===== config.mk =====
export PLATFORM = sky130hd
export DESIGN_NAME = updown_sweep_ctrl_flat
export DESIGN_NICKNAME = d
export VERILOG_FILES = /design/src/rtl/sweep_ctrl_pkg.sv /design/src/rtl/updown_sweep_ctrl_if.sv /design/src/rtl/sweep_counter_core.sv /design/src/rtl/updown_sweep_ctrl.sv /design/src/flat_wrapper.sv
export SDC_FILE = /design/constraint.sdc
export NUM_CORES = 1
export LEC_CHECK = 0
export CORE_ASPECT_RATIO = 0.8
export CORE_MARGIN = 4
export CORE_UTILIZATION = 35
export CTS_CLUSTER_SIZE = 40
export DETAILED_ROUTE_END_ITERATION = 7
export GPL_ROUTABILITY_DRIVEN = 0
export PLACE_DENSITY = 0.5
export SETUP_SLACK_MARGIN = 0.5
export SYNTH_ARGS = -nofsm -noshare
export SYNTH_HDL_FRONTEND = slang
export SYNTH_SLANG_ARGS = --single-unit

===== constraint.sdc =====
create_clock -name clk -period 4.3 [get_ports clk]
set_input_delay 0.43 -clock clk [delete_from_list [all_inputs] [get_ports clk]]
set_output_delay 0.43 -clock clk [all_outputs]
set_load 0.05 [all_outputs]

===== src/rtl/sweep_ctrl_pkg.sv =====
// Shared types and default sizes for the up/down sweep controller.
// The dwell states are only reachable when SWEEP_DWELL_EN is defined.
package sweep_ctrl_pkg;

    localparam int WIDTH_DEF   = 16;
    localparam int SWEEP_W_DEF = 8;
    localparam int DWELL_W_DEF = 4;

    typedef enum logic [2:0] {
        IDLE     = 3'd0,
        UP       = 3'd1,
        DOWN     = 3'd2,
        DWELL_HI = 3'd3,
        DWELL_LO = 3'd4,
        DONE     = 3'd5
    } state_t;

endpackage


===== src/rtl/updown_sweep_ctrl_if.sv =====
// Command/status bundle between the register side and the sweep controller.
// The dwell field exists only when SWEEP_DWELL_EN is defined.
interface updown_sweep_ctrl_if
    import sweep_ctrl_pkg::*;
#(
    parameter int WIDTH   = WIDTH_DEF,
    parameter int SWEEP_W = SWEEP_W_DEF,
    parameter int DWELL_W = DWELL_W_DEF
);
    logic               start;
    logic               stop;
    logic [WIDTH-1:0]   lo;
    logic [WIDTH-1:0]   hi;
    logic [SWEEP_W-1:0] n_sweeps;
`ifdef SWEEP_DWELL_EN
    logic [DWELL_W-1:0] dwell;
`endif
    logic [WIDTH-1:0]   out;
    logic               up;
    logic               busy;
    logic               done;
    logic               err;

    modport master (
        output start, stop, lo, hi, n_sweeps,
`ifdef SWEEP_DWELL_EN
        output dwell,
`endif
        input  out, up, busy, done, err
    );

    modport slave (
        input  start, stop, lo, hi, n_sweeps,
`ifdef SWEEP_DWELL_EN
        input  dwell,
`endif
        output out, up, busy, done, err
    );

endinterface


===== src/rtl/sweep_counter_core.sv =====
// Loadable WIDTH-bit up/down counter; the count register is the sweep output.
module sweep_counter_core
    import sweep_ctrl_pkg::*;
#(
    parameter int WIDTH = WIDTH_DEF
) (
    input  logic             clk,
    input  logic             reset,
    input  logic             load,
    input  logic             en,
    input  logic             up,
    input  logic [WIDTH-1:0] load_val,
    output logic [WIDTH-1:0] q
);

    // count register: load wins over enable, otherwise hold
    always_ff @(posedge clk or posedge reset) begin
        if (reset) begin
            q <= {WIDTH{1'b0}};
        end else if (load) begin
            q <= load_val;
        end else if (en) begin
            if (up) begin
                q <= q + WIDTH'(1);
            end else begin
                q <= q - WIDTH'(1);
            end
        end else begin
            q <= q;
        end
    end

endmodule


===== src/rtl/updown_sweep_ctrl.sv =====
// Triangle-sweep sequencer driving sweep_counter_core between latched bounds.
// Optional turnaround dwell is compiled in with SWEEP_DWELL_EN.
module updown_sweep_ctrl
    import sweep_ctrl_pkg::*;
#(
    parameter int WIDTH   = WIDTH_DEF,
    parameter int SWEEP_W = SWEEP_W_DEF,
    parameter int DWELL_W = DWELL_W_DEF
) (
    input  logic                 clk,
    input  logic                 reset,
    updown_sweep_ctrl_if.slave   bus
);

    state_t             state_r;
    logic [WIDTH-1:0]   lo_r;
    logic [WIDTH-1:0]   hi_r;
    logic [SWEEP_W-1:0] n_sweeps_r;
    logic [SWEEP_W-1:0] sweep_cnt_r;
    logic               up_r;
    logic               busy_r;
    logic               done_r;
    logic               err_r;
`ifdef SWEEP_DWELL_EN
    logic [DWELL_W-1:0] dwell_r;
    logic [DWELL_W-1:0] dwell_cnt_r;
`endif

    logic [WIDTH-1:0]   cnt_s;
    logic               load_s;
    logic               en_s;
    logic               dir_s;
    logic               at_hi_s;
    logic               at_lo_s;
    logic               last_sweep_s;

    sweep_counter_core #(.WIDTH(WIDTH)) u_core (
        .clk      (clk),
        .reset    (reset),
        .load     (load_s),
        .en       (en_s),
        .up       (dir_s),
        .load_val (bus.lo),
        .q        (cnt_s)
    );

    // counter controls and bound detection for the current state
    always_comb begin
        load_s       = 1'b0;
        en_s         = 1'b0;
        dir_s        = up_r;
        at_hi_s      = ((cnt_s + WIDTH'(1)) == hi_r);
        at_lo_s      = ((cnt_s - WIDTH'(1)) == lo_r);
        last_sweep_s = (n_sweeps_r != {SWEEP_W{1'b0}}) &&
                       ((sweep_cnt_r + SWEEP_W'(1)) == n_sweeps_r);
        case (state_r)
            IDLE: begin
                if (bus.start && !bus.stop && (bus.lo < bus.hi)) begin
                    load_s = 1'b1;
                end else begin
                    load_s = 1'b0;
                end
            end
            UP: begin
                if (!bus.stop) begin
                    en_s  = 1'b1;
                    dir_s = 1'b1;
                end else begin
                    en_s  = 1'b0;
                end
            end
            DOWN: begin
                if (!bus.stop) begin
                    en_s  = 1'b1;
                    dir_s = 1'b0;
                end else begin
                    en_s  = 1'b0;
                end
            end
            default: begin
                en_s = 1'b0;
            end
        endcase
    end

    // sequencing FSM with registered status outputs
    always_ff @(posedge clk or posedge reset) begin
        if (reset) begin
            state_r     <= IDLE;
            lo_r        <= {WIDTH{1'b0}};
            hi_r        <= {WIDTH{1'b0}};
            n_sweeps_r  <= {SWEEP_W{1'b0}};
            sweep_cnt_r <= {SWEEP_W{1'b0}};
            up_r        <= 1'b1;
            busy_r      <= 1'b0;
            done_r      <= 1'b0;
            err_r       <= 1'b0;
`ifdef SWEEP_DWELL_EN
            dwell_r     <= {DWELL_W{1'b0}};
            dwell_cnt_r <= {DWELL_W{1'b0}};
`endif
        end else begin
            done_r <= 1'b0;
            err_r  <= 1'b0;
            case (state_r)
                IDLE: begin
                    if (bus.stop) begin
                        state_r <= IDLE;
                    end else if (bus.start) begin
                        if (bus.lo < bus.hi) begin
                            lo_r        <= bus.lo;
                            hi_r        <= bus.hi;
                            n_sweeps_r  <= bus.n_sweeps;
                            sweep_cnt_r <= {SWEEP_W{1'b0}};
                            up_r        <= 1'b1;
                            busy_r      <= 1'b1;
                            state_r     <= UP;
`ifdef SWEEP_DWELL_EN
                            dwell_r     <= bus.dwell;
`endif
                        end else begin
                            err_r <= 1'b1;
                        end
                    end else begin
                        state_r <= IDLE;
                    end
                end
                UP: begin
                    if (bus.stop) begin
                        busy_r  <= 1'b0;
                        state_r <= IDLE;
                    end else if (at_hi_s) begin
                        up_r <= 1'b0;
`ifdef SWEEP_DWELL_EN
                        if (dwell_r != {DWELL_W{1'b0}}) begin
                            dwell_cnt_r <= dwell_r;
                            state_r     <= DWELL_HI;
                        end else begin
                            state_r     <= DOWN;
                        end
`else
                        state_r <= DOWN;
`endif
                    end else begin
                        state_r <= UP;
                    end
                end
                DOWN: begin
                    if (bus.stop) begin
                        busy_r  <= 1'b0;
                        state_r <= IDLE;
                    end else if (at_lo_s) begin
                        // saturate so continuous mode never wraps back onto n_sweeps
                        if (sweep_cnt_r != {SWEEP_W{1'b1}}) begin
                            sweep_cnt_r <= sweep_cnt_r + SWEEP_W'(1);
                        end else begin
                            sweep_cnt_r <= sweep_cnt_r;
                        end
                        if (last_sweep_s) begin
                            done_r  <= 1'b1;
                            state_r <= DONE;
                        end else begin
                            up_r <= 1'b1;
`ifdef SWEEP_DWELL_EN
                            if (dwell_r != {DWELL_W{1'b0}}) begin
                                dwell_cnt_r <= dwell_r;
                                state_r     <= DWELL_LO;
                            end else begin
                                state_r     <= UP;
                            end
`else
                            state_r <= UP;
`endif
                        end
                    end else begin
                        state_r <= DOWN;
                    end
                end
`ifdef SWEEP_DWELL_EN
                DWELL_HI, DWELL_LO: begin
                    if (bus.stop) begin
                        busy_r  <= 1'b0;
                        state_r <= IDLE;
                    end else if (dwell_cnt_r == DWELL_W'(1)) begin
                        state_r <= (state_r == DWELL_HI) ? DOWN : UP;
                    end else begin
                        dwell_cnt_r <= dwell_cnt_r - DWELL_W'(1);
                    end
                end
`endif
                DONE: begin
                    busy_r  <= 1'b0;
                    state_r <= IDLE;
                end
                default: begin
                    busy_r  <= 1'b0;
                    state_r <= IDLE;
                end
            endcase
        end
    end

    assign bus.out  = cnt_s;
    assign bus.up   = up_r;
    assign bus.busy = busy_r;
    assign bus.done = done_r;
    assign bus.err  = err_r;

endmodule


===== src/flat_wrapper.sv =====
// flat-port wrapper written by rule: the top's interface ports become plain ports
module updown_sweep_ctrl_flat import sweep_ctrl_pkg::*;
#(
    parameter int WIDTH   = WIDTH_DEF,
    parameter int SWEEP_W = SWEEP_W_DEF,
    parameter int DWELL_W = DWELL_W_DEF
)
  (clk, reset, bus_start, bus_stop, bus_lo, bus_hi, bus_n_sweeps, bus_out, bus_up, bus_busy, bus_done, bus_err);
  updown_sweep_ctrl_if #(.WIDTH(WIDTH), .SWEEP_W(SWEEP_W), .DWELL_W(DWELL_W)) bus_i ();
  input  logic clk;
  input  logic reset;
  input wire logic [$bits(bus_i.start)-1:0] bus_start;
  input wire logic [$bits(bus_i.stop)-1:0] bus_stop;
  input wire logic [$bits(bus_i.lo)-1:0] bus_lo;
  input wire logic [$bits(bus_i.hi)-1:0] bus_hi;
  input wire logic [$bits(bus_i.n_sweeps)-1:0] bus_n_sweeps;
  output wire logic [$bits(bus_i.out)-1:0] bus_out;
  output wire logic [$bits(bus_i.up)-1:0] bus_up;
  output wire logic [$bits(bus_i.busy)-1:0] bus_busy;
  output wire logic [$bits(bus_i.done)-1:0] bus_done;
  output wire logic [$bits(bus_i.err)-1:0] bus_err;
  assign bus_i.start = bus_start;
  assign bus_i.stop = bus_stop;
  assign bus_i.lo = bus_lo;
  assign bus_i.hi = bus_hi;
  assign bus_i.n_sweeps = bus_n_sweeps;
  assign bus_out = bus_i.out;
  assign bus_up = bus_i.up;
  assign bus_busy = bus_i.busy;
  assign bus_done = bus_i.done;
  assign bus_err = bus_i.err;
  updown_sweep_ctrl #(.WIDTH(WIDTH), .SWEEP_W(SWEEP_W), .DWELL_W(DWELL_W)) u_core (.clk(clk), .reset(reset), .bus(bus_i));
endmodule

## Word-level counts from Yosys, hierarchy flattened

Cells that the tools add are included.

- Bits in registers: 71
- Input port bits: 44
- Output and inout bits: 20
- Word-level logic and storage cells: 91

- Add/sub/neg operators: 3
- Order comparisons: 1
- Equality and inequality tests: 17
- Mux-type cells: 45
- Bitwise gates (word level): 1
- Reduce and logical (&&, ||, !) cells: 14

Operators with widths:

| operator | count |
|---|---|
| 16-bit 2-to-1 mux | 3 |
| 8-bit 2-to-1 mux | 6 |
| 16-bit equality test | 2 |
| 1-bit 2-to-1 mux | 23 |
| 3-bit 2-to-1 mux | 7 |
| 16-bit by 1-bit adder with 16-bit output, second input constant | 1 |
| 16-bit less-than comparator | 1 |
| 8-bit one-hot mux with 2 select lines | 1 |
| 16-bit by 1-bit subtractor with 16-bit output, second input constant | 1 |
| 2-bit by 1-bit inequality test with 1-bit output, second input constant | 5 |
| 2-bit inequality test, second input constant | 5 |
| 3-bit one-hot mux with 3 select lines | 1 |
| 9-bit AND reduction | 1 |
| 8-bit by 1-bit adder with 8-bit output, second input constant | 1 |
| 8-bit equality test | 1 |
| 8-bit inequality test, second input constant | 1 |
| 4-bit AND reduction | 2 |
| 8-bit nonzero test | 1 |
| 7-bit AND reduction | 1 |
| 4-bit by 3-bit inequality test with 1-bit output, second input constant | 1 |
| 1-bit one-hot mux with 2 select lines | 2 |
| 2-bit nonzero test | 2 |
| 3-bit by 1-bit equality test with 1-bit output, second input constant | 1 |
| 3-bit by 2-bit equality test with 1-bit output, second input constant | 1 |
| 8 further kinds | 10 |

## Logic depth before layout (Yosys ltp)

Gate-level depths: netlist of the first run.

- Depth in word-level cells: 7
- Mapped depth: 12

## Modules after synthesis

From an unflattened synthesis of the first run, not the netlist that was laid out.

- Cell total of the unflattened synthesis: 696
- Area, all modules: 5,657.9 µm²

By module, submodules not included:

| module | times used | cells each | area an instance (µm²) | sequential area each (µm²) |
|---|---|---|---|---|
| updown_sweep_ctrl | 1 | 511 | 4,126.5 | 1,377.6 |
| sweep_counter_core | 1 | 185 | 1,531.5 | 400.4 |

## Worst setup path after synthesis of the first run

No wires, ideal clock.

- Path type: register -> register
- From: register u_core.u_core.q[1]
- To: register u_core.up_r, in the netlist u_core.bus.up
- Setup time: 0.063 ns
- Arrival time: 3.546 ns
- Required time: 4.237 ns
- Setup slack: 0.691 ns
- Stages on the path, launching flop included: 11
- Buffers on the path: 1
- Period minus slack after synthesis: 3.609 ns
- Cell sequence: dfrtp_1 -> ha_1 -> buf_2 -> nand4_2 -> or4_4 -> or3_1 -> a221o_1 -> or4_4 -> nor4_4 -> a221o_1 -> and4_1

- Word-level cells in the longest chain between the ends: 4
- Elaborated cells on any way between the ends: 7
- Classes of those cells: 2 x add/sub; 4 x eq/ne; 1 x reduce/logical

Ends and longest elaborated chain:

| item | line | RTL |
|---|---|---|
| start, declared | sweep_counter_core.sv:13 | `output logic [WIDTH-1:0] q` |
| start signal, assigned | sweep_counter_core.sv:19 | `q <= {WIDTH{1'b0}};` |
| start signal, assigned | sweep_counter_core.sv:21 | `q <= load_val;` |
| start signal, assigned | sweep_counter_core.sv:24 | `q <= q + WIDTH'(1);` |
| 16-bit by 1-bit subtractor with 16-bit output / 16-bit by 1-bit adder with 16-bit output (equally long branches) | updown_sweep_ctrl.sv:53, updown_sweep_ctrl.sv:52 |  |
| 16-bit equality test, on equally long branches | updown_sweep_ctrl.sv:53, updown_sweep_ctrl.sv:52 |  |
| 2-bit by 1-bit inequality test with 1-bit output (no line) | - |  |
| 9-bit AND reduction (no line) (*) | - |  |
| end signal, assigned | updown_sweep_ctrl.sv:94 | `up_r <= 1'b1;` |
| end signal, assigned | updown_sweep_ctrl.sv:115 | `up_r <= 1'b1;` |
| end signal, assigned | updown_sweep_ctrl.sv:133 | `up_r <= 1'b0;` |
| end, declared | updown_sweep_ctrl.sv:20 | `logic up_r;` |

Mark *: on every way between the ends. The rest lies on a longest branch, timed or not.
A chain may end at the register's enable or synchronous reset.

## Worst setup path after layout of the first run

- From: register u_core.u_core.q[0]
- To: register u_core.up_r, in the netlist u_core.bus.up

The elaborated chain is that of the path after synthesis.

==> impl_metrics.env, run 1 <==
export IMPL_dp_slack_ns=0.6565
export IMPL_dieArea_um2=17060
export IMPL_cts_root_buffer="clkbuf_16"
export IMPL_r2r_slack_ns=0.73
export IMPL_leakage_nw=2.678
export IMPL_fin_crit_ns=3.570
export IMPL_crit_path_max_incr_delay_ns=0.52
export IMPL_std_cell_rows=39
export IMPL_synth_fp_nets=729
export IMPL_clk_latency_ns=0.35
export IMPL_netlist_area_um2=5259
export IMPL_ys_ff_latch=71
export IMPL_io_buffers=63
export IMPL_avgSynthCellArea_um2=7.884
export IMPL_routed_wl_um=17010
export IMPL_drtPass1Iterations=5
export IMPL_final_layout_size_suffix_gt1_share_pct=6.667
export IMPL_grt_pass1_wl_um=27280
export IMPL_start_util_pct=36.29
export IMPL_synthFlopType="dfrtp_1"
export IMPL_finalSetupViolations=0
export IMPL_dp_hpwl_um=13060
export IMPL_postRouteAntennaNets=0
export IMPL_synth_yosys_warnings=0
export IMPL_hold_viol_final=0
export IMPL_fin_tns_setup_ns=0
export IMPL_crit_path_max_fanout=10
export IMPL_fin_hold_ws_ns=0.4942
export IMPL_synth_most_common_cell="nand2_1"
export IMPL_drt_iter0_markers=432
export IMPL_hp_class="register to register"
export IMPL_status="completed"
export IMPL_fillers=1447
export IMPL_antenna_found_initial=0
export IMPL_grt_usage_pct=20.18
export IMPL_syn_to_final_growth_pct=21.58
export IMPL_crit_chain="ha_1 > nand4_2 > or4_4 > or3_1 > a221o_1 > or4_4 > nor4_4 > a221o_1 > and4_1"
export IMPL_place_area_um2=6078
export IMPL_cts_clk_slew_worst_paths_ns=0.06
export IMPL_die_w_um=145.0
export IMPL_yosys_cell_types_count=65
export IMPL_avgViaCountPerCell=5.542
export IMPL_clock_sinks=71
export IMPL_num_antenna_cells=0
export IMPL_critical_path_class="register to register"
export IMPL_cts_buffers=9
export IMPL_skew_ns=0.005934
export IMPL_grt_max_degree=41
export IMPL_yosys_area_top_type="dfrtp_1"
export IMPL_crit_arrival_ns=3.86
export IMPL_synth_edff_count=0
export IMPL_synth_area_leaders="dfrtp_1 (33%), nand2_1 (9.7%), xnor2_1 (6.3%)"
export IMPL_die_height_um=117.6
export IMPL_slew_violations=0
export IMPL_required_ns=4.59
export IMPL_netlist_top_cells_count="nand2_1 (136), dfrtp_1 (70), nor2_1 (48)"
export IMPL_vias=5010
export IMPL_cts_setup_buffers=0
export IMPL_htreeDepth=3
export IMPL_rsz0062_at_grt="false"
export IMPL_startpoint_type="register"
export IMPL_clockBufferDepth=2
export IMPL_setup_ws_ns=0.7301
export IMPL_final_cell_area_um2=6394
export IMPL_ios=64
export IMPL_cts_tree="done"
export IMPL_utilization_pct=44.12
export IMPL_grt_pass1_vias=4902
export IMPL_synth_top_area_share_pct=33.31
export IMPL_yosysSeqAreaShare_pct=33.81
export IMPL_netlist_instances=667
export IMPL_grt_remaining_overflow=0
export IMPL_nets=778
export IMPL_power_density_nw_per_um2=543.8
export IMPL_synthArstFlopShare_pct=100.0
export IMPL_worst_pin_slew_ns=0.7714
export IMPL_core_um2=14490
export IMPL_period_share_pct=83.02
export IMPL_slowest_stage="or4_4"
export IMPL_ir_drop_mv=0.2549
export IMPL_max_freq_mhz=280.1
export IMPL_post_route_drc_count=0
export IMPL_end_kind="register"
export IMPL_maxCapViolCount=0
export IMPL_slew_limit_headroom_pct=48.50
export IMPL_routedWlPerCell_um=18.82
per-layer routing:
| metal | part of all wire (%) | up-vias | track usage (%) | routed length, µm |
|---|---|---|---|---|
| met2 | 39 | 188 | 26.96 | 6686 |
| met5 | 0 | - | 0 | 0 |
| met4 | 2.0 | 0 | 7.122 | 347 |
| met1 | 51 | 2367 | 31.07 | 8760 |
| li1 | - | 2426 | - | - |
| met3 | 7.2 | 29 | 4.888 | 1218 |
through the flow:
| step | std cells | power, W |
|---|---|---|
| finish | 904 | 0.003477 |
| global route | 904 | 0.003680 |
| CTS | 904 | 0.003485 |
| detailed placement | 889 | 0.002659 |
| global placement | 889 | 0.002640 |
| floorplan | 667 | 0.002133 |
flip-flops by register name (all words and copies together) (netlist names), 3 cells and up:
| register | cells |
|---|---|
| u_core.u_core.q | 16 |
| u_core.hi_r | 16 |
| u_core.n_sweeps_r | 8 |
| u_core.lo_r | 16 |
| u_core.state_r | 3 |
| u_core.sweep_cnt_r | 8 |
report_power, final:
| part | total, W | switching, W | internal, W |
|---|---|---|---|
| clock | 0.000809 | 0.000288 | 0.000521 |
| combinational | 0.00154 | 0.000931 | 0.000613 |
| sequential | 0.00112 | 0.000293 | 0.000830 |
critical path: cells and delay by family (launching register included):
kind | cells | cell delay, ns
AOI/OAI and AO/OA | 2 | 0.52
and+or+nand+nor | 6 | 2.17
DFF | 1 | 0.48
adders and majority gates | 1 | 0.34
timing repair:
action / in CTS / in global routing
hold buffers: 0 / 0
setup endpoints to repair: 0 / 2
gates resized for setup: 0 / 1
path summary, 6_finish.rpt:
| kind | start | to | cells after the start |
|---|---|---|---|
| setup / recovery | u_core.u_core.q[0] | u_core.bus.up | 9 |
| hold / removal | u_core.lo_r[12] | u_core.lo_r[12] | 2 |
| setup reg to reg | u_core.u_core.q[0] | u_core.bus.up | 9 |
| hold reg to reg | u_core.lo_r[12] | u_core.lo_r[12] | 2 |
| max in group asynchronous | reset | u_core.bus.up | 3 |
| min in group asynchronous | reset | u_core.lo_r[15] | 2 |
cell usage in the layout (no fill, tap or decap), types with 4 or more instances in the layout:
| cell type | netlist | layout |
|---|---|---|
| nand3b_1 | 6 | 6 |
| o211ai_1 | 4 | 4 |
| a221o_1 | 4 | 4 |
| a211oi_1 | 5 | 5 |
| nor3_1 | 18 | 18 |
| xor2_1 | 27 | 27 |
| nand4_1 | 10 | 10 |
| buf_4 | 3 | 17 |
| and3_1 | 9 | 9 |
| clkdlybuf4s50_1 | 0 | 63 |
| clkbuf_16 | 0 | 9 |
| o2111ai_1 | 4 | 4 |
| nand2_1 | 136 | 135 |
| dfrtp_1 | 70 | 69 |
| or4_1 | 5 | 5 |
| nor4_1 | 13 | 13 |
| and2_1 | 5 | 5 |
| nor2_1 | 48 | 48 |
| o21ai_0 | 42 | 42 |
| a21oi_1 | 31 | 31 |
| nand3_1 | 23 | 23 |
| or2_2 | 4 | 4 |
| mux2i_1 | 8 | 8 |
| inv_1 | 30 | 29 |
| xnor2_1 | 38 | 38 |
| a31oi_1 | 5 | 5 |
| o22ai_1 | 4 | 4 |
| ha_1 | 18 | 18 |
| nand4b_1 | 4 | 4 |
| a21o_1 | 5 | 5 |
cell type report:
class | count | area [µm²] | area share, %
clock inverter | 3 | 67.56 | 1.057
clock buffer | 12 | 246.5 | 3.855
timing repair buffer | 80 | 758.2 | 11.86
inverter | 30 | 112.6 | 1.761
multi-input combinational | 524 | 3199 | 50.04
tap | 184 | 230.2 | 3.601
sequential | 71 | 1779 | 27.83
cell families after synthesis:
group	share of synthesized area, %
AND/OR/NAND/NOR	28.88
adder cells (fa/ha/maj)	4.283
AO/OA/AOI/OAI	15.06
XOR/XNOR	10.83
buffers and inverters	5.401
flip-flops	33.81
multiplexers	1.737
Note: power is estimated with default switching activity, not from simulation.
==> run 2: changes to the inputs <==
Clock period 4.3 ns to 3.4 ns, I/O delays scaled along.
==> run 2 against run 1 <==
Effect of this change:
- count of clock-buffer cells in the layout unchanged
- final area increased by 10%
- clock power increased by 23%
- hold slack got worse by 0.057 ns
- largest cell class unchanged
- critical path depth unchanged
- via count increased by 6.2%
- fmax increased by 16%
- largest power group unchanged
==> impl_metrics.env, run 2 (synthesized netlist as in run 1, its figures left out) <==
export IMPL_grt_pass1_wl_um=28150
export IMPL_power_w=0.004819
export IMPL_status="completed"
export IMPL_cts_hold_buffers=0
export IMPL_cts_root_buffer="clkbuf_16"
export IMPL_critical_path_class="register to register"
export IMPL_startpoint_type="register"
export IMPL_dieArea_um2=17060
export IMPL_crit_path_max_fanout=4
export IMPL_clock_sinks=71
export IMPL_cts_tree="done"
export IMPL_slew_violations=0
export IMPL_grt_max_degree=43
export IMPL_postRouteAntennaNets=0
export IMPL_io_buffers=63
export IMPL_std_cell_rows=39
export IMPL_seq_power_share_pct=28.2
export IMPL_end_kind="register"
export IMPL_largestRegisters="u_core.hi_r x16, u_core.lo_r x16, u_core.u_core.q x16"
export IMPL_hp_class="input port to asynchronous set/reset pin"
export IMPL_switching_share_pct=43.91
export IMPL_antenna_found_initial=0
export IMPL_dp_slack_ns=0.1247
export IMPL_routedWlPerCell_um=19.12
export IMPL_netSwitchingPower_w=0.002116
export IMPL_start_util_pct=36.29
export IMPL_grt_usage_pct=20.90
export IMPL_max_freq_mhz=325.0
export IMPL_syn_to_final_growth_pct=33.69
export IMPL_crit_path_max_incr_delay_ns=0.51
export IMPL_hold_viol_final=0
export IMPL_crit_arrival_ns=3.36
export IMPL_die_w_um=145.0
export IMPL_grt_pass1_vias=5050
export IMPL_cts_clk_slew_worst_paths_ns=0.06
export IMPL_routed_wl_um=18190
export IMPL_cts_buffers=9
export IMPL_clockBufferDepth=2
export IMPL_period_share_pct=90.51
export IMPL_vias=5321
export IMPL_fin_tns_setup_ns=0
export IMPL_worst_pin_slew_ns=0.8254
export IMPL_slew_limit_headroom_pct=44.61
export IMPL_core_um2=14490
export IMPL_final_common_cell="nand2_1"
export IMPL_drt_iter0_markers=468
export IMPL_grt_remaining_overflow=0
export IMPL_leakage_nw=2.973
export IMPL_utilization_pct=48.51
export IMPL_combPwrFrac_pct=51.1
export IMPL_fin_crit_ns=3.077
export IMPL_r2r_slack_ns=0.32
export IMPL_finalSetupViolations=0
export IMPL_clk_latency_ns=0.35
export IMPL_internal_power_w=0.002703
export IMPL_maxCapViolCount=0
export IMPL_nets=824
export IMPL_avgViaCountPerCell=5.595
export IMPL_power_density_nw_per_um2=685.4
export IMPL_final_layout_size_suffix_gt1_share_pct=16.69
export IMPL_skew_ns=0.007970
export IMPL_crit_chain="buf_6 > nand4_1 > or4_4 > or3_1 > a221o_1 > or4_4 > nor4_4 > a221o_1 > and4_1"
export IMPL_dp_hpwl_um=13300
export IMPL_drtPass1Iterations=5
export IMPL_num_antenna_cells=0
export IMPL_final_cell_area_um2=7030
export IMPL_place_area_um2=6299
export IMPL_rsz0062_at_grt="true"
export IMPL_ir_drop_mv=0.2804
export IMPL_htreeDepth=3
export IMPL_pwr_share_clk_pct=20.7
export IMPL_post_route_drc_count=0
export IMPL_slowest_stage="or4_4"
export IMPL_required_ns=3.69
export IMPL_setup_ws_ns=0.3227
export IMPL_mostFrequentLayoutCells="nand2_1 (134), clkdlybuf4s50_1 (63), dfrtp_1 (61)"
export IMPL_die_height_um=117.6
export IMPL_ios=64
## run 2: path summary, 6_finish.rpt
| check | from | endpoint | cells after the start |
|---|---|---|---|
| setup / recovery | u_core.u_core.q[5] | u_core.bus.up | 9 |
| hold / removal | reset | u_core.n_sweeps_r[0] | 2 |
| setup reg to reg | u_core.u_core.q[5] | u_core.bus.up | 9 |
| hold reg to reg | u_core.lo_r[0] | u_core.lo_r[0] | 2 |
| max in group asynchronous | reset | u_core.bus.up | 3 |
| min in group clk | u_core.lo_r[0] | u_core.lo_r[0] | 2 |
## run 2: repair_timing
action,4_1_cts,5_1_grt
pin swaps,14,7
setup endpoints to repair,13,13
gates resized for setup,17,22
setup buffers,24,5
## run 2: area by class of cell
class                           instances  area (µm²)
Multi-Input combinational cell        524        3410
Clock buffer                           12       256.5
Fill cell                            1373        7462
Tap cell                              184       230.2
Clock inverter                          4       52.55
Inverter                               30       112.6
Timing Repair Buffer                  126        1180
Sequential cell                        71        1789
## run 2: power groups by stage
stage / combinational (W) / clock (W) / sequential (W)
2_1_floorplan: 0.00123 / 0 / 0.00152
3_3_place_gp: 0.00208 / 0 / 0.00137
3_5_place_dp: 0.00209 / 0 / 0.00138
4_1_cts: 0.00232 / 0.00102 / 0.00134
5_1_grt: 0.00264 / 0.00104 / 0.00139
6_report: 0.00246 / 0.000997 / 0.00136
## run 2: per-layer routing
metal	global-route usage (%)	part of all wire [%]
met1	32.11	50
met5	0	0
met2	28.49	41
met3	5.119	7.8
met4	6.291	1.9
## run 2: critical path: cells and delay by family (launching register included)
kind	cells	cell delay [ns]
compound gates	2	0.54
buf+inv	1	0.13
flops	1	0.36
simple gates	6	1.98
## run 2: through the flow
step / cells / hold WS (ns)
final: 951 / 0.4367
after global routing: 951 / 0.4922
after CTS: 946 / 0.4490
after detailed placement: 906 / 0.4871
after global placement: 906 / 0.4836
after floorplan: 667 / 0.4454
==> variant 1: new RTL, config.mk and constraints of run 2 <==
Encoding of `state_t`: now Gray code (3 bits for 6 states).
--- a/src/rtl/sweep_ctrl_pkg.sv
+++ b/src/rtl/sweep_ctrl_pkg.sv
@@ -7,12 +7,12 @@
     localparam int DWELL_W_DEF = 4;
 
     typedef enum logic [2:0] {
-        IDLE     = 3'd0,
-        UP       = 3'd1,
-        DOWN     = 3'd2,
-        DWELL_HI = 3'd3,
-        DWELL_LO = 3'd4,
-        DONE     = 3'd5
+        IDLE     = 3'b000,
+        UP       = 3'b001,
+        DOWN     = 3'b011,
+        DWELL_HI = 3'b010,
+        DWELL_LO = 3'b110,
+        DONE     = 3'b111
     } state_t;
 
 endpackage
Check against the original RTL: no difference found for any inputs over 4 cycles, from zero or initial values and one cycle with reset high; so few cycles prove little.
==> variant 1 against run 2 <==
- area after synthesis decreased by 2.4%
- cell count decreased by 17%
- total power decreased by 6.7%
- core utilization decreased by 3.8 points
- setup slack improved by 0.29 ns
- sequential cell count unchanged
- routed wire length decreased by 18%
- cell area decreased by 8.7%
==> variant 1: results (changes against run 2) <==
STA
  – Worst hold margin: 0.427 ns (-0.0100 ns)

Synth
  – Commonest cells in the netlist: dfrtp_1 (70), mux2_2 (50), xnor2_1 (44)
  – Yosys cell types: 66 (+1.5%)
  – Syn nets: 595 (-18%)
  – XOR/XNOR Fraction of Synth Area: 11.3% (+0.43 points)

Finish
  – Fraction of area in registers: 27.7% (+2.3 points)
  – Non-clock buffers, area share: 13.3% (-3.4 points)
  – Number of fill cells: 1409 (+2.6%)
  – Share of cells above drive strength 1: 20.1% (+3.4 points)
  – #MultiIn Comb: 399 (-24%)
  – Final Instance Area: 6420 um2 (-8.7%)
  – Clk_buf instances: 15 (+3)

Power and ir drop
  – Clock power frac: 19.3% (-1.4 points)
  – Switching share of power: 43.2% (-0.68 points)
  – Psw: 0.00194 W (-8.2%)
  – Peak VDD IR: 0.000312 V (+11%)

Routing
  – Routed met3 length: 861 um (-39%)
  – Vias after detailed routing: 4273 (-20%)
  – Routed wl met2: 6220 um (-16%)
  – Vias/cell: 5.40 (-3.6%)

Outcome
  – Status: completed

Placement
  – HPWL Detailed: 11300 um (-15%)
  – Placed cell count: 767 (-15%)

Worst setup path
  – Worst path max stage delay: 0.43 ns (-0.08 ns)
  – R2r worst-path depth: 8 (-1)
  – FF-to-FF Start: u_core.u_core.q[0]$_DFFE_PP0P_
  – Critical path data arrival time: 3.04 ns (-0.32 ns)
  – Reg2reg setup slack: 0.62 ns (+0.29 ns)

Clock tree
  – Post-CTS setup buffers: 2 (-92%)

Global route
  – M1 GR Usage: 27.6% (-4.5 points)
  – Largest net degree at the start of global routing: 42 (-2.3%)

Floorplan
  – Die Footprint: 16700 um2 (-2.2%)
==> variant 1: worst max-delay path by stage <==
| stage | endpoint | startpoint | depth (start not counted) | slack, ns |
|---|---|---|---|---|
| 2_1_floorplan | u_core.sweep_cnt_r[6]$_DFFE_PP0P_ | u_core.u_core.q[0]$_DFFE_PP0P_ | 10 | 0.51 |
| 3_3_place_gp | u_core.u_core.q[7]$_DFFE_PP0P_ | bus_hi[1] | 9 | 0.27 |
| 3_5_place_dp | u_core.lo_r[7]$_DFFE_PP0P_ | bus_hi[1] | 9 | 0.27 |
| 4_1_cts | u_core.sweep_cnt_r[0]$_DFFE_PP0P_ | u_core.u_core.q[0]$_DFFE_PP0P_ | 8 | 0.49 |
| 5_1_grt | u_core.sweep_cnt_r[7]$_DFFE_PP0P_ | u_core.u_core.q[0]$_DFFE_PP0P_ | 10 | 0.50 |
| 6_report | u_core.sweep_cnt_r[0]$_DFFE_PP0P_ | u_core.u_core.q[0]$_DFFE_PP0P_ | 8 | 0.62 |
==> variant 2: new RTL, config.mk and constraints of run 2 <==
Without the edit above. The package constant `SWEEP_W_DEF` goes from 8 to 10.
--- a/src/rtl/sweep_ctrl_pkg.sv
+++ b/src/rtl/sweep_ctrl_pkg.sv
@@ -3,7 +3,7 @@
 package sweep_ctrl_pkg;
 
     localparam int WIDTH_DEF   = 16;
-    localparam int SWEEP_W_DEF = 8;
+    localparam int SWEEP_W_DEF = 10;
     localparam int DWELL_W_DEF = 4;
 
     typedef enum logic [2:0] {
Interface: changed (resized bus_n_sweeps); port bits go from 64 to 66. The function was not compared with the original's and may differ.
==> variant 2 against run 2 <==
- cell area is 5.8% lower
- routed wire length is 17% lower
- non-clock buffer count is 27 lower
- total power is 7.2% lower
- sequential cell count is 4 higher
- area after synthesis is 1.1% lower
- setup slack hardly changed
- critical endpoint unchanged
- largest cell class unchanged
- largest power group unchanged
==> variant 2: results (changes against run 2) <==
Outcome
  – Status: completed

Synth
  – Syn nets: 655 (-10%)
  – Gate Count Post-Synth: 591 (-11%)
  – Yosys cell types: 61 (-6.2%)
  – Dominant cells by area after synthesis: dfrtp_1 (36%), xnor2_1 (8.6%), mux2_2 (6.3%)
  – Commonest cells in the netlist: dfrtp_1 (74), xnor2_1 (51), nor2_1 (49)
  – Synth warn: 0 (unchanged)
  – Sequential fraction of the synthesis area: 36.1% (+2.3 points)
  – Top FF cell, synth: dfrtp_1
  – Ys async rst share: 100% (unchanged)

Global route
  – Total track usage: 18.5% (-2.4 points)
  – Vias in the first global route: 4476 (-11%)
  – Largest net degree at the start of global routing: 56 (+30%)
  – First-pass GRT wire length: 24200 um (-14%)
  – Initial antenna violation count: 0 (unchanged)

Routing
  – Per-cell routed wire length: 17.7 um (-7.3%)
  – Vias after detailed routing: 4555 (-14%)
  – Initial DRC count: 302 (-35%)
  – DR pass1 iterations: 7 (+2)

Finish
  – Biggest regs: u_core.hi_r x16, u_core.lo_r x16, u_core.u_core.q x16
  – Number of fill cells: 1366 (-0.51%)
  – Non-Filler Instances: 851 (-11%)
  – Nets: 727 (-12%)
  – Share of cells above drive strength 1: 16.6% (-0.047 points)
  – Post-route core utilization: 46.0% (-2.5 points)
  – Ant diodes: 0 (unchanged)

Clock tree
  – Clock root buffer: clkbuf_16
  – CTS clk-pin slew, worst paths: 0.06 ns (about the same)
  – Worst-Skew Late Latency: approximately 0.34 ns
  – Clk buf depth: 2 (unchanged)
  – Max H-tree Level: 3 (unchanged)
  – Number of CTS-inserted buffers: 9 (unchanged)

Worst setup path
  – Delay-heaviest family, CP: simple AND/OR/NAND/NOR gates
  – Worst path max stage delay: 0.56 ns (+0.05 ns)
  – Crit-path slowest cell: or4b_4
  – Crit Path Max Fanout: 6 (+2)

Placement
  – Place WS: 0.251 ns (+0.127 ns)
  – Placed Area: 6180 um2 (-1.9%)
  – Port-buffer cells: 65 (+3.2%)
  – Placed cell count: 827 (-8.7%)
  – HPWL Detailed: 11300 um (-15%)

Power and ir drop
  – Pleak: 2.72 nW (-8.6%)
  – Peak VDD IR: 0.000266 V (-5.0%)

STA
  – Clock Skews: 0.00746 ns (-0.000511 ns)
  – Max_slew headroom: 45.5% (+0.87 points)

Min path
  – Worst Hold Class: input port to async pin
## variant 2: cell type report
class                           instances  share of cell area (%)
Clock buffer                           13                    3.93
Inverter                               23                    1.34
Multi-Input combinational cell        455                    48.0
Timing Repair Buffer                   99                    14.3
Clock inverter                          2                   0.529
Sequential cell                        75                    28.4
Tap cell                              184                    3.47
## variant 2: repair_timing
item                                    in CTS  in global routing
pin swaps                                    6                  2
cloned                                       0                  0
hold buffers                                 0                  0
resized for setup                            7                 11
endpoints found under the setup margin      13                 16
setup buffers                                6                  3
## variant 2: worst register-to-register path, cell delays in order, from the launching register on
cell and delay (ns):
dfrtp_2 0.42, inv_4 0.07, ha_4 0.12, or4b_4 0.52
nor4_4 0.20, xnor2_1 0.12, a21o_1 0.18, or4_4 0.40
or4b_4 0.56, a21bo_1 0.20, a221oi_2 0.21
## variant 2: where the power goes
| part | internal [W] | leakage [nW] | switching (W) |
|---|---|---|---|
| Combinational | 0.000925 | 1.66 | 0.00120 |
| Sequential | 0.00111 | 0.913 | 0.000254 |
| Clock | 0.000604 | 0.146 | 0.000373 |
## variant 2: worst paths after layout
path,start,to,slack [ns],cells after the start
max in group asynchronous,reset,u_core.bus.up$_DFFE_PP1P_,2.29,3
min in group clk,u_core.hi_r[15]$_DFFE_PP0P_,u_core.hi_r[15]$_DFFE_PP0P_,0.50,2
max reg2reg,u_core.u_core.q[0]$_DFFE_PP0P_,u_core.bus.up$_DFFE_PP1P_,0.32,10
min reg2reg,u_core.hi_r[15]$_DFFE_PP0P_,u_core.hi_r[15]$_DFFE_PP0P_,0.50,2
max,u_core.u_core.q[0]$_DFFE_PP0P_,u_core.bus.up$_DFFE_PP1P_,0.32,10
min,reset,u_core.bus.err$_DFF_PP0_,0.38,2
## variant 2: per-layer routing
metal  up-vias  GRT usage [%]  part of all wire, %
met5         -              0                    0
met4         0           4.41                  1.1
met3        11           3.78                  5.6
met2       122           26.7                   40
met1      2160           28.2                   53
li1       2262              -                    -
## variant 2: kinds of logic after synthesis
kind of cell / count (synthesis) / share of synthesized area, %
XOR/XNOR: 67 / 11.3
flip-flops: 75 / 36.1
adder cells (fa/ha/maj): 18 / 4.33
AND/OR/NAND/NOR: 201 / 20.3
multiplexers: 31 / 6.67
buffers and inverters: 61 / 4.69
AO/OA/AOI/OAI: 138 / 16.7
